--- src/rtl/hazard_ctrl.sv ---
// hazard_ctrl: pipeline sequencing for load-use bubbles, taken-branch redirect and data-memory freeze
module hazard_ctrl #(
  parameter int unsigned REDIRECT_CYCLES = 1,
  parameter int unsigned MEM_TIMEOUT = 255,
  parameter int unsigned CNT_W = 16
) (
  input  logic             clk,
  input  logic             reset,
  input  logic [4:0]       if_id_rs1,
  input  logic [4:0]       if_id_rs2,
  input  logic             if_id_uses_rs1,
  input  logic             if_id_uses_rs2,
  input  logic             id_ex_memread,
  input  logic [4:0]       id_ex_rd,
  input  logic             ex_branch_taken,
  input  logic             dmem_busy,
  output logic             pc_write_en,
  output logic             if_id_write_en,
  output logic             if_id_flush,
  output logic             id_ex_bubble,
  output logic             pipe_hold,
  output logic [1:0]       state,
  output logic [CNT_W-1:0] stall_cnt,
  output logic [CNT_W-1:0] flush_cnt,
  output logic             mem_timeout
);
  typedef enum logic [1:0] {RUN = 2'd0, REDIRECT = 2'd1, MEM_WAIT = 2'd2} state_e;
  localparam logic [3:0] RC = 4'(REDIRECT_CYCLES);
  localparam logic [7:0] MT = 8'(MEM_TIMEOUT);
  state_e state_q, state_d;
  logic [3:0] redir_q, redir_d;
  logic [7:0] wait_q, wait_d;
  logic [CNT_W-1:0] stall_q, flush_q;
  logic timeout_q;
  logic load_use, run_mode, pc_we, ifid_we, flush, bubble, hold, flush_evt;
  assign load_use = id_ex_memread && id_ex_rd != 5'd0 &&
                    ((if_id_uses_rs1 && if_id_rs1 == id_ex_rd) || (if_id_uses_rs2 && if_id_rs2 == id_ex_rd));
  // a released MEM_WAIT behaves exactly like RUN in the same cycle
  assign run_mode = state_q == RUN || (state_q != REDIRECT && !dmem_busy);
  always_comb begin
    pc_we = 1'b1;
    ifid_we = 1'b1;
    flush = 1'b0;
    bubble = 1'b0;
    hold = 1'b0;
    flush_evt = 1'b0;
    state_d = state_q;
    redir_d = redir_q;
    wait_d = wait_q;
    if (run_mode) begin
      state_d = RUN;
      wait_d = 8'd0;
      if (dmem_busy) begin
        hold = 1'b1;
        pc_we = 1'b0;
        ifid_we = 1'b0;
        state_d = MEM_WAIT;
        wait_d = 8'd1;
      end else if (ex_branch_taken) begin
        flush = 1'b1;
        bubble = 1'b1;
        flush_evt = 1'b1;
        state_d = RC != 4'd0 ? REDIRECT : RUN;
        redir_d = RC;
      end else if (load_use) begin
        pc_we = 1'b0;
        ifid_we = 1'b0;
        bubble = 1'b1;
      end
    end else if (state_q == REDIRECT) begin
      pc_we = 1'b0;
      flush = 1'b1;
      bubble = 1'b1;
      hold = dmem_busy;
      ifid_we = !dmem_busy;
      redir_d = dmem_busy ? redir_q : redir_q - 4'd1;
      state_d = !dmem_busy && redir_q <= 4'd1 ? RUN : REDIRECT;
    end else begin
      hold = 1'b1;
      pc_we = 1'b0;
      ifid_we = 1'b0;
      state_d = MEM_WAIT;
      wait_d = wait_q >= MT ? MT : wait_q + 8'd1;
    end
  end
  always_ff @(posedge clk or negedge reset) begin
    if (!reset) begin
      state_q <= RUN;
      redir_q <= 4'd0;
      wait_q <= 8'd0;
      stall_q <= '0;
      flush_q <= '0;
      timeout_q <= 1'b0;
    end else begin
      state_q <= state_d;
      redir_q <= redir_d;
      wait_q <= wait_d;
      if (!pc_we && stall_q != '1) stall_q <= stall_q + 1'b1;
      if (flush_evt && flush_q != '1) flush_q <= flush_q + 1'b1;
      if (dmem_busy && state_q != REDIRECT && wait_d == MT) timeout_q <= 1'b1;
    end
  end
  assign pc_write_en = reset && pc_we;
  assign if_id_write_en = reset && ifid_we;
  assign if_id_flush = !reset || flush;
  assign id_ex_bubble = !reset || bubble;
  assign pipe_hold = reset && hold;
  assign state = state_q;
  assign stall_cnt = stall_q;
  assign flush_cnt = flush_q;
  assign mem_timeout = timeout_q;
endmodule
--- config.mk ---
export PLATFORM = sky130hd
export DESIGN_NAME = hazard_ctrl
export DESIGN_NICKNAME = d
export VERILOG_FILES = /design/src/rtl/hazard_ctrl.sv
export SDC_FILE = /design/constraint.sdc
export NUM_CORES = 1
export LEC_CHECK = 0
export CAP_MARGIN = 30
export CORE_ASPECT_RATIO = 1.25
export CORE_UTILIZATION = 25
export DETAILED_ROUTE_END_ITERATION = 10
export GPL_ROUTABILITY_DRIVEN = 0
export PLACE_DENSITY_LB_ADDON = 0.25
export SYNTH_ARGS = -nofsm -noshare
export SYNTH_HDL_FRONTEND = slang
export SYNTH_SLANG_ARGS = --single-unit
--- constraint.sdc ---
create_clock -name clk -period 4.65 [get_ports clk]
set_input_delay 0.93 -clock clk [delete_from_list [all_inputs] [get_ports clk]]
set_output_delay 0.93 -clock clk [all_outputs]
set_load 0.02 [all_outputs]
# Yosys cells after proc, flatten, opt, wreduce, memory -nomap -nowiden
# Cells that the tools add are included.
[word_totals]
reg_bits = 47
in_bits = 22
out_inout_bits = 40
word_cells = 78
[op_classes]
add_sub_neg = 4
n_lt_le_gt_ge = 2
eq_ne = 10
muxes = 32
n_reduce_logical = 24
[op_table]
columns = ["operator", "count"]
rows = [
  ["adder 16 x 1 -> 16 bit (second input constant)", 2],
  ["!= test 16 bit (second input constant)", 2],
  ["2-to-1 mux 8 bit", 3],
  ["2-to-1 mux 1 bit", 21],
  ["2-to-1 mux 4 bit", 5],
  ["logical AND 1 bit", 13],
  ["== test 5 bit", 2],
  ["adder 8 x 1 -> 8 bit (second input constant)", 1],
  ["== test 8 bit (second input constant)", 1],
  [">= comparator 8 bit (second input constant)", 1],
  ["2-to-1 mux 2 bit", 3],
  ["!= test 2 bit (second input constant)", 3],
  ["nonzero test 5 bit", 1],
  ["less-or-equal comparator 4 x 1 -> 1 bit (second input constant)", 1],
  ["logical OR 1 bit", 4],
  ["AND reduction 4 bit", 1],
  ["subtractor 4 x 1 -> 4 bit (second input constant)", 1],
  ["logical NOT 1 bit", 3],
  ["== test 2 x 1 -> 1 bit (second input constant)", 1],
  ["logical NOT 2 bit", 1],
  ["!= test 2 x 1 -> 1 bit (second input constant)", 1],
  ["nonzero test 2 bit", 1],
]

# Logic depth before layout (Yosys ltp)
# Gate-level depths: netlist (run 1).
[depth]
word_depth = 10
mapped_depth = 8
depth_no_buf = 7

# Least setup slack after synthesis (run 1)
# No wires, ideal clock.
[synth_path]
path_type = "input to output"
from = "in id_ex_rd[1]"
to = "out pc_write_en"
t_arrival_ps = 2254
t_required_ps = 3720
path_slack_ps = 1466
path_stages = 4
path_buffers = 0
cell_sequence = "or4_1 -> o21ai_2 -> nor3_1 -> nor3b_1"
[synth_between]
elab_chain_len = 9
word_cells_on_any_way = 13
classes_between = "2 x eq/ne; 4 x mux; 7 x reduce/logical"
[synth_rtl]
columns = ["item", "line", "rtl"]
rows = [
  ["start: declaration", "14", "input logic [4:0] id_ex_rd,"],
  ["== test 5 bit", "37", "((if_id_uses_rs1 && if_id_rs1 == id_ex_rd) || (if_id_uses_rs2 && if_id_rs2 == id_ex_rd));"],
  ["logical AND 1 bit", "37", ""],
  ["logical OR 1 bit", "37", ""],
  ["logical AND 1 bit *", "36", "assign load_use = id_ex_memread && id_ex_rd != 5'd0 &&"],
  ["2-to-1 mux 1 bit *", "65", "end else if (load_use) begin"],
  ["2-to-1 mux 1 bit *", "59", "end else if (ex_branch_taken) begin"],
  ["2-to-1 mux 1 bit *", "53", "if (dmem_busy) begin"],
  ["2-to-1 mux 1 bit *", "50", "if (run_mode) begin"],
  ["logical AND 1 bit *", "103", "assign pc_write_en = reset && pc_we;"],
  ["end: declaration", "17", "output logic pc_write_en,"],
]
# Every way passes the cells marked *; elsewhere a longest branch is shown, timed or not.

# Final worst setup path (run 1)
[layout_path]
from = "in id_ex_rd[4]"
to = "out pc_write_en"
# The elaborated chain is that of the path after synthesis.

==> qor.csv, run 1 <==
stage;metric;value;unit
clock_network;post-CTS sizing;0;
synth;Synthesized Nets;277;
synth;Async S/R FF share, synth;100;%
final_layout;Diodes inserted;0;
timing;clock skew;0.00520;ns
synth;post-synthesis sequential area ratio;47.1;%
timing;max-slew violation count;0;
place;Placed Cells;436;
floorplan;area of the core;9660;sq um
critical_path;startpoint types;input pin;
power_and_ir_drop;Pwr Total;1490;uW
critical_path;Worst R2R Start;stall_cnt[0];
final_layout;Fillers;987;
power_and_ir_drop;cell area power density;432;nW/um^2
floorplan;Die Ht;114;um
routing;DRC violations left;0;
power_and_ir_drop;Switch Pwr;477;uW
critical_path;worst-case reg-to-reg path depth;6;
clock_network;later-pin clock latency in the skew report;0.28;ns
synth;Cell variety after synth;47;
clock_network;TritonCTS buffer count;5;
timing;Max-slew headroom;62.6;%
clock_network;hold buffer count at CTS;0;
routing;length of routed wiring on met1;2560;um
final_layout;Reg area;1180;sq um
min_path;Hold Crit Class;register to register;
run;Max Cap Viol;0;
power_and_ir_drop;Int Power;1010;uW
clock_network;Sink Count;47;
critical_path;Slowest-stage cell, CP;clkdlybuf4s50_1;
floorplan;Rows;40;
place;Port-buffer cells;61;
floorplan;Ports;62;
synth;main flop type after synthesis;dfrtp_1;
floorplan;Starting Density;25.9;%
clock_network;clk buf depth;2;
critical_path;critical path's most frequent cell;clkdlybuf4s50_1;
routing;met3 wire length;177;um
critical_path;beginning of the critical path;id_ex_rd[4];
synth;YS warnings;0;
timing;Final Hold Viols;0;
critical_path;CP Class;input pin to output pin;
critical_path;worst r2r dst;stall_cnt[1];
critical_path;Worst Path Buf+Inv;2;
final_layout;ratio of cells with drive above 1 in the final layout;7.23;%
power_and_ir_drop;Clock Power Share;30.5;%
routing;top layer in use;met4;
global_routing;GR Util All Layers;11.5;%
routing;final WL;5740;um
clock_network;postcts setup bufs;0;
final_layout;Net count, final;344;
timing;Tmin final;4.09;ns
clock_network;H-Tree Depth;2;
floorplan;die area;10400;sq um
routing;WL per Instance;12.9;um
power_and_ir_drop;Peak VDD IR;0.000265;V
global_routing;first-pass GRT wire length;9630;um
routing;Via density;4.60;
critical_path;Crit path max-delay family;buffers and inverters;
final_layout;most frequent cells in the layout;60 x clkdlybuf4s50_1, 47 x dfrtp_1, 25 x xor2_1;
clock_network;TritonCTS clock tree;yes;
final_layout;post-route insts no fill;444;
critical_path;CP peak stage delay;0.65;ns
floorplan;Die Width;91.4;um
critical_path;worst path cell trace;clkdlybuf4s50_1 -> xor2_1 -> nor4_1 -> a32oi_1 -> nor3_1 -> nor3b_1 -> clkdlybuf4s50_1;
routing;Antenna Nets Post-Route;0;
synth;average size of a mapped cell;9.99;sq um
critical_path;CP endpoint;pc_write_en;
timing;setup TNS;0;ns
critical_path;FF-to-FF setup slack;2.24;ns
synth;Netlist Area Pre-Place;2500;sq um
timing;Least-Margin Pin Slew;0.555;ns
routing;drt initial violations;110;
global_routing;largest net degree at the start of global routing;20;
timing;RSZ-0062 raised after global routing;no;
synth;Post-synth EDFFs;0;
clock_network;Root Driver;clkbuf_16;
final_layout;Multi-input gate area;1260;sq um
global_routing;antenna violations before repair;0;
power_and_ir_drop;Leak Pwr;0.00145;uW
critical_path;CP Data Arrival Time;3.16;ns
outcome;status;finished clean;
critical_path;crit path max fanout;3;
global_routing;vias in the first global route;2019;
place;hpwl dp;4340;um
critical_path;Worst path depth;7;
routing;detailed-route via count;2041;
timing;# setup viols final;0;
critical_path;Critical Path Sink Type;output pin;
routing;Pre-Repair DR Iteration Count;6;
power_and_ir_drop;Sw Ratio;32.0;%
synth;Mapped Cells;250;
routing;Routed met2 length;2960;um
critical_path;Critical Path RT;3.72;ns
synth;Synth Register Bits;47;
timing;Peak Freq;0.244;GHz
power_and_ir_drop;Logic pwr share;30.0;%
power_and_ir_drop;Reg power frac;39.5;%
timing;Final Cycle Share;88.0;%
final_layout;P&R area growth vs syn;38.1;%
final_layout;commonest non-fill, non-tap cell in the layout;clkdlybuf4s50_1;
global_routing;global route overflow;0;
clock_network;clk slew on worst S/H paths;0.06;ns
[per-stage QoR]
stage	hold slack, ns	utilization, %	area (sq um)	worst slack, ns
2_1_floorplan	0.464	-	2500	1.47
3_5_place_dp	0.458	33.8	3260	0.526
5_1_grt	0.512	35.7	3450	0.420
3_3_place_gp	0.456	33.8	3260	0.624
4_1_cts	0.477	35.7	3450	0.522
6_report	0.470	35.7	3450	0.559
[kinds of logic (layout without fill, tap and decap cells)]
kind of cell             Yosys count  count (layout)  share of synthesized area (%)
AO/OA/AOI/OAI                     34              34                           9.92
XOR/XNOR                          40              40                           14.0
adder cells (fa/ha/maj)            5               5                           2.50
buffers and inverters             13              81                           2.30
flip-flops                        47              47                           47.1
multiplexers                       4               4                           1.70
AND/OR/NAND/NOR                  107             107                           22.5
[synthesized netlist by cell type, types with 2 or more instances]
| cell type | instances | area share, % |
|---|---|---|
| a211oi_1 | 2 | 0.60 |
| ha_1 | 5 | 2.5 |
| or2_2 | 3 | 0.75 |
| nand4_1 | 6 | 1.5 |
| a21oi_1 | 9 | 1.8 |
| xor2_1 | 25 | 8.8 |
| o21ai_0 | 9 | 1.8 |
| nor4_1 | 6 | 1.5 |
| and2_1 | 3 | 0.75 |
| nand3_1 | 18 | 3.6 |
| clkbuf_1 | 2 | 0.30 |
| mux2i_1 | 2 | 0.80 |
| nand2_1 | 23 | 3.5 |
| nor2_1 | 18 | 2.7 |
| dfrtp_1 | 47 | 47 |
| nor2b_1 | 2 | 0.50 |
| and4_1 | 3 | 1.1 |
| mux2_2 | 2 | 0.90 |
| xnor2_1 | 15 | 5.3 |
| nor3_1 | 12 | 2.4 |
| and3_1 | 4 | 1.0 |
| inv_1 | 9 | 1.4 |
[flip-flops by register name, indices dropped and copies added (netlist names)]
signal,count
wait_q,8
redir_q,4
state,2
mem_timeout,1
flush_cnt,16
stall_cnt,16
[final cells by class]
cell class	count	share of cell area, %
clock buffers	6	3.74
clock inverters	2	1.74
inverters	9	0.979
multi-input cells	190	36.7
flip-flops and latches	47	34.1
well taps	126	4.57
repair buffers	64	18.2
[power by group through the flow]
stage          clock, uW  sequential (uW)  combinational [uW]
4_1_cts              469              589                 453
5_1_grt              491              603                 490
2_1_floorplan          0              644                 190
3_3_place_gp           0              594                 445
6_report             455              588                 447
3_5_place_dp           0              593                 450
[per-layer routing]
layer | vias to the layer above | GRT usage (%)
li1 | 1011 | -
met1 | 996 | 14.0
met5 | - | 0
met2 | 32 | 20.4
met3 | 2 | 2.27
met4 | 0 | 3.49
[worst reg2reg max path: stages, from the launching register on]
cell and delay [ns]:
dfrtp_1 0.41, ha_1 0.22, nand2_1 0.09, nor4_1 0.54
a211o_2 0.25, a2bb2oi_4 0.39, mux2_2 0.39
[worst min path at each step]
stage                  end  cells past startpoint  slack [ns]         from
6_report       mem_timeout                      1        0.47  mem_timeout
5_1_grt        mem_timeout                      1        0.51  mem_timeout
4_1_cts        mem_timeout                      1        0.48  mem_timeout
3_5_place_dp   mem_timeout                      1        0.46  mem_timeout
3_3_place_gp   mem_timeout                      1        0.46  mem_timeout
2_1_floorplan   redir_q[1]                      2        0.46   redir_q[1]
Note: power is estimated with default switching activity, not from simulation.
==> run 2: changes to the inputs <==
==> constraint.sdc (replaced) <==
create_clock -name clk -period 4 [get_ports clk]
set_input_delay 0.8 -clock clk [delete_from_list [all_inputs] [get_ports clk]]
set_output_delay 0.8 -clock clk [all_outputs]
set_load 0.02 [all_outputs]
==> run 2 against run 1 <==
Net effect:
- wire length grew 0.75%
- clock skew shrank 0.00059 ns
- non-clock buffer count is the same
- die area is the same
- clock power grew 5.5%
- first-iteration DRC count shrank 10%
- worst hold slack lost 0.0012 ns
- global-route usage grew 0.42 points
- register-to-register slack lost 0.66 ns
- critical path depth shrank 1
- critical path type unchanged
- largest cell class unchanged
==> qor.csv, run 2 (same netlist as run 1, synthesis figures left out) <==
stage;metric;value;unit;change
clock_network;later-pin clock latency in the skew report;0.28;ns;about the same
global_routing;antenna violations before repair;0;;unchanged
clock_network;H-Tree Depth;2;;unchanged
critical_path;Critical Path Sink Type;output pin;;
power_and_ir_drop;Peak VDD IR;0.000297;V;+12%
timing;Tmin final;3.79;ns;
clock_network;Root Driver;clkbuf_16;;
clock_network;post-CTS sizing;0;;unchanged
routing;final WL;5780;um;+0.75%
timing;# setup viols final;0;;unchanged
place;dpl ws;0.195;ns;-0.332 ns
critical_path;Critical Path RT;3.20;ns;-0.52 ns
place;Port-buffer cells;61;;unchanged
final_layout;Multi-input gate area;1260;sq um;unchanged
critical_path;CP Data Arrival Time;2.99;ns;-0.17 ns
run;Max Cap Viol;0;;unchanged
routing;detailed-route via count;2040;;-0.049%
timing;Max-slew headroom;59.0;%;-3.7 points
critical_path;Worst R2R Start;stall_cnt[0];;
power_and_ir_drop;cell area power density;490;nW/um^2;+14%
critical_path;beginning of the critical path;id_ex_rd[1];;
floorplan;die area;10400;sq um;unchanged
clock_network;Sink Count;47;;unchanged
floorplan;Rows;40;;unchanged
timing;clock skew;0.00461;ns;-0.000589 ns
clock_network;clk buf depth;2;;unchanged
clock_network;clk slew on worst S/H paths;0.06;ns;about the same
routing;Antenna Nets Post-Route;0;;unchanged
final_layout;most frequent cells in the layout;60 x clkdlybuf4s50_1, 47 x dfrtp_1, 25 x xor2_1;;
timing;Final Hold Viols;0;;unchanged
timing;Worst Slack Setup Final;0.207;ns;-0.352 ns
global_routing;GR Util All Layers;11.9;%;+0.42 points
final_layout;Fillers;967;;-2.0%
critical_path;crit path max fanout;3;;unchanged
routing;Via density;4.59;;about the same
clock_network;postcts setup bufs;0;;unchanged
final_layout;commonest non-fill, non-tap cell in the layout;clkdlybuf4s50_1;;
floorplan;Starting Density;25.9;%;unchanged
final_layout;Reg area;1180;sq um;unchanged
critical_path;startpoint types;input pin;;
floorplan;area of the core;9660;sq um;unchanged
final_layout;ratio of cells with drive above 1 in the final layout;7.55;%;+0.31 points
global_routing;first-pass GRT wire length;10000;um;+3.9%
timing;Peak Freq;0.264;GHz;
timing;Final Cycle Share;94.8;%;
floorplan;Die Ht;114;um;unchanged
routing;Pre-Repair DR Iteration Count;4;;-2
clock_network;hold buffer count at CTS;0;;unchanged
min_path;Hold Crit Class;register to register;;
critical_path;CP Class;input pin to output pin;;
timing;max-slew violation count;0;;unchanged
routing;WL per Instance;13.0;um;+0.75%
final_layout;Net count, final;344;;unchanged
floorplan;Ports;62;;unchanged
clock_network;TritonCTS clock tree;yes;;
final_layout;Layout Utilization;35.6;%;-0.16 points
global_routing;global route overflow;0;;unchanged
routing;DRC violations left;0;;unchanged
floorplan;Die Width;91.4;um;unchanged
timing;RSZ-0062 raised after global routing;no;;
timing;setup TNS;0;ns;unchanged
min_path;HP Start;mem_timeout;;
final_layout;Diodes inserted;0;;unchanged
outcome;status;finished clean;;
power_and_ir_drop;Leak Pwr;0.00145;uW;-0.33%
global_routing;vias in the first global route;2053;;+1.7%
routing;drt initial violations;99;;-10%
final_layout;P&R area growth vs syn;37.5;%;
place;hpwl dp;4260;um;-1.9%
global_routing;largest net degree at the start of global routing;48;;+140%
timing;Least-Margin Pin Slew;0.616;ns;+0.0600 ns
clock_network;TritonCTS buffer count;5;;unchanged
[run 2: final cells by class]
cell class,count,area share (%)
multi-input combinational,190,36.8
timing repair buffer,64,18.3
tap,126,4.59
clock buffer,6,4.04
clock inverter,2,1.02
inverter,9,0.984
sequential,47,34.2
[run 2: power by group]
group / switching (uW) / internal (uW) / total (uW)
sequential: 118 / 566 / 684
combinational: 268 / 252 / 519
clock: 170 / 311 / 480
[run 2: final timing paths]
check                           endpoint  slack [ns]  cells after the start
setup / recovery             pc_write_en        0.21                      6
hold / removal               mem_timeout        0.47                      1
setup reg to reg            stall_cnt[1]        1.58                      6
hold reg to reg              mem_timeout        0.47                      1
max in group asynchronous  flush_cnt[12]        2.89                      2
min in group asynchronous      wait_q[0]        0.70                      2
[run 2: metal layers]
layer  global-route usage (%)  vias to the layer above  wire [um]
met5                        0                        -          0
met4                     3.49                        0         52
met3                     2.60                        4        206
met2                     21.0                       42       2960
met1                     14.6                      977       2560
li1                         -                     1017          -
[run 2: worst max-delay path, cell delays in order]
cell and delay (ns):
clkdlybuf4s50_1 0.47, or4_1 0.57, o21ai_2 0.18, nor3_1 0.10, nor3b_1 0.22, clkdlybuf4s50_1 0.65
[run 2: per-stage QoR]
stage	power (uW)	instance area (sq um)	std cells	hold slack, ns
3_5_place_dp	1210	3260	436	0.458
4_1_cts	1710	3430	444	0.478
6_report	1680	3430	444	0.469
2_1_floorplan	970	2500	250	0.464
5_1_grt	1790	3430	444	0.510
3_3_place_gp	1210	3260	436	0.461
==> run 3: changes to the inputs <==
--- a/config.mk
+++ b/config.mk
@@ -6,11 +6,12 @@
 export NUM_CORES = 1
 export LEC_CHECK = 0
 export CAP_MARGIN = 30
-export CORE_ASPECT_RATIO = 1.25
+export CORE_ASPECT_RATIO = 1.5
 export CORE_UTILIZATION = 25
 export DETAILED_ROUTE_END_ITERATION = 10
 export GPL_ROUTABILITY_DRIVEN = 0
 export PLACE_DENSITY_LB_ADDON = 0.25
+export REMOVE_ABC_BUFFERS = 1
 export SYNTH_ARGS = -nofsm -noshare
 export SYNTH_HDL_FRONTEND = slang
 export SYNTH_SLANG_ARGS = --single-unit
==> run 3 against run 2 <==
Net effect:
- sequential share of layout area increased by 0.44 points
- first-iteration DRC count decreased by 53%
- maximum frequency increased by 0.94%
- utilization decreased by 0.56 points
- clock power decreased by 14%
- critical path type unchanged
==> qor.csv, run 3 (same netlist as run 1, synthesis figures left out) <==
stage;metric;value;unit;change
timing;max-slew violation count;0;;unchanged
routing;Antenna Nets Post-Route;0;;unchanged
global_routing;vias in the first global route;2233;;+8.8%
global_routing;first-pass GRT wire length;10800;um;+8.2%
timing;Tmin final;3.76;ns;-0.0355 ns
final_layout;Fillers;998;;+3.2%
clock_network;TritonCTS buffer count;5;;unchanged
final_layout;Net count, final;344;;unchanged
timing;Least-Margin Pin Slew;0.618;ns;+0.00254 ns
power_and_ir_drop;Int Power;1060;uW;-5.9%
routing;detailed-route via count;2083;;+2.1%
timing;# setup viols final;0;;unchanged
final_layout;Diodes inserted;0;;unchanged
run;Max Cap Viol;0;;unchanged
routing;WL per Instance;14.1;um;+8.0%
timing;Final Hold Viols;0;;unchanged
power_and_ir_drop;Leak Pwr;0.00143;uW;-0.98%
timing;RSZ-0062 raised after global routing;no;;
timing;Max-slew headroom;57.7;%;-1.2 points
critical_path;CP peak stage delay;0.64;ns;about the same
critical_path;crit path max fanout;3;;unchanged
outcome;status;finished clean;;
place;hpwl dp;4580;um;+7.6%
place;area post-placement;3250;sq um;-0.42%
min_path;Hold Crit Class;register to register;;
timing;Final Cycle Share;93.9;%;-0.89 points
global_routing;GR Util All Layers;12.6;%;+0.63 points
floorplan;Rows;44;;+10%
floorplan;Ports;62;;unchanged
critical_path;Slowest-stage cell, CP;clkdlybuf4s50_1;;
final_layout;P&R area growth vs syn;35.7;%;
clock_network;later-pin clock latency in the skew report;0.28;ns;about the same
routing;final WL;6080;um;+5.1%
timing;setup TNS;0;ns;unchanged
routing;DRC violations left;0;;unchanged
power_and_ir_drop;Reg power frac;42.1;%;+1.5 points
critical_path;CP Class;input pin to output pin;;
critical_path;CP Data Arrival Time;2.96;ns;-0.03 ns
power_and_ir_drop;cell area power density;478;nW/um^2;-2.5%
clock_network;Sink Count;47;;unchanged
clock_network;hold buffer count at CTS;0;;unchanged
final_layout;Reg area;1180;sq um;unchanged
final_layout;ratio of cells with drive above 1 in the final layout;7.26;%;-0.29 points
routing;Pre-Repair DR Iteration Count;4;;unchanged
final_layout;Multi-input gate area;1260;sq um;unchanged
critical_path;critical path's most frequent cell;clkdlybuf4s50_1;;
routing;Via density;4.82;;+4.9%
global_routing;global route overflow;0;;unchanged
floorplan;Die Width;83.6;um;-8.5%
floorplan;area of the core;9690;sq um;+0.31%
power_and_ir_drop;Sw Ratio;34.4;%;+1.5 points
floorplan;die area;10400;sq um;about the same
critical_path;Critical Path RT;3.20;ns;about the same
final_layout;post-route cell area;3390;sq um;-1.3%
clock_network;Root Driver;clkbuf_16;;
critical_path;startpoint types;input pin;;
timing;clock skew;0.00701;ns;+0.00240 ns
power_and_ir_drop;Logic pwr share;32.4;%;+1.6 points
global_routing;largest net degree at the start of global routing;48;;unchanged
routing;drt initial violations;47;;-53%
place;Port-buffer cells;61;;unchanged
clock_network;clk buf depth;2;;unchanged
floorplan;Starting Density;25.8;%;-0.080 points
final_layout;commonest non-fill, non-tap cell in the layout;clkdlybuf4s50_1;;
floorplan;Die Ht;124;um;+9.4%
clock_network;TritonCTS clock tree;yes;;
clock_network;postcts setup bufs;0;;unchanged
final_layout;most frequent cells in the layout;60 x clkdlybuf4s50_1, 47 x dfrtp_1, 25 x xor2_1;;
timing;Peak Freq;0.266;GHz;+0.94%
global_routing;antenna violations before repair;0;;unchanged
clock_network;clk slew on worst S/H paths;0.06;ns;about the same
power_and_ir_drop;Peak VDD IR;0.000242;V;-19%
critical_path;Critical Path Sink Type;output pin;;
power_and_ir_drop;Clock Power Share;25.5;%;-3.0 points
critical_path;worst path cell trace;clkdlybuf4s50_1 -> or4_1 -> o21ai_2 -> nor3_1 -> nor3b_1 -> clkdlybuf4s50_1;;
power_and_ir_drop;Switch Pwr;558;uW;+0.48%
clock_network;H-Tree Depth;2;;unchanged
clock_network;post-CTS sizing;0;;unchanged
run 3: cell types whose count changed in the layout (fill, tap and decap cells not counted):
cell,delta
bufinv_16,-1
run 3: critical path: cells and delay by family:
family	cells	cell delay (ns)
compound gates	1	0.19
buf+inv	2	1.11
simple gates	3	0.86
run 3: cell type report:
cell class | count | area share, %
Clock buffer | 6 | 4.10
Inverter | 9 | 0.996
Timing Repair Buffer | 64 | 18.5
Multi-Input combinational cell | 190 | 37.3
Clock inverter | 1 | 0.148
Tap cell | 115 | 4.24
Sequential cell | 47 | 34.7
run 3: final timing paths:
check	from	to	slack [ns]	depth (start not counted)
setup / recovery	id_ex_rd[1]	pc_write_en	0.24	6
hold / removal	mem_timeout	mem_timeout	0.47	1
setup reg to reg	stall_cnt[0]	stall_cnt[1]	1.62	6
hold reg to reg	mem_timeout	mem_timeout	0.47	1
max in group asynchronous	reset	flush_cnt[6]	2.87	2
min in group asynchronous	reset	state[0]	0.70	2
run 3: layer usage:
layer  wire (um)  global-route usage [%]
met5           0                       0
met4          61                    3.59
met3         179                    2.25
met2        3220                    23.0
met1        2620                    14.8
run 3: metrics by stage:
stage | setup slack (ns) | hold slack [ns] | total power, uW | instances | util, %
after floorplan | 1.08 | 0.464 | 964 | 246 | -
after global placement | 0.248 | 0.466 | 1210 | 425 | 33.5
after detailed placement | 0.218 | 0.466 | 1220 | 425 | 33.5
after CTS | 0.219 | 0.480 | 1650 | 432 | 35.0
after global routing | 0.0907 | 0.510 | 1730 | 432 | 35.0
final | 0.242 | 0.471 | 1620 | 432 | 35.0
run 3: power by group through the flow:
stage | registers (uW) | clock network (uW) | logic, uW
floorplan | 748 | 0 | 215
global placement | 688 | 0 | 522
detailed placement | 691 | 0 | 532
CTS | 684 | 436 | 534
global route | 701 | 449 | 577
finish | 681 | 413 | 525
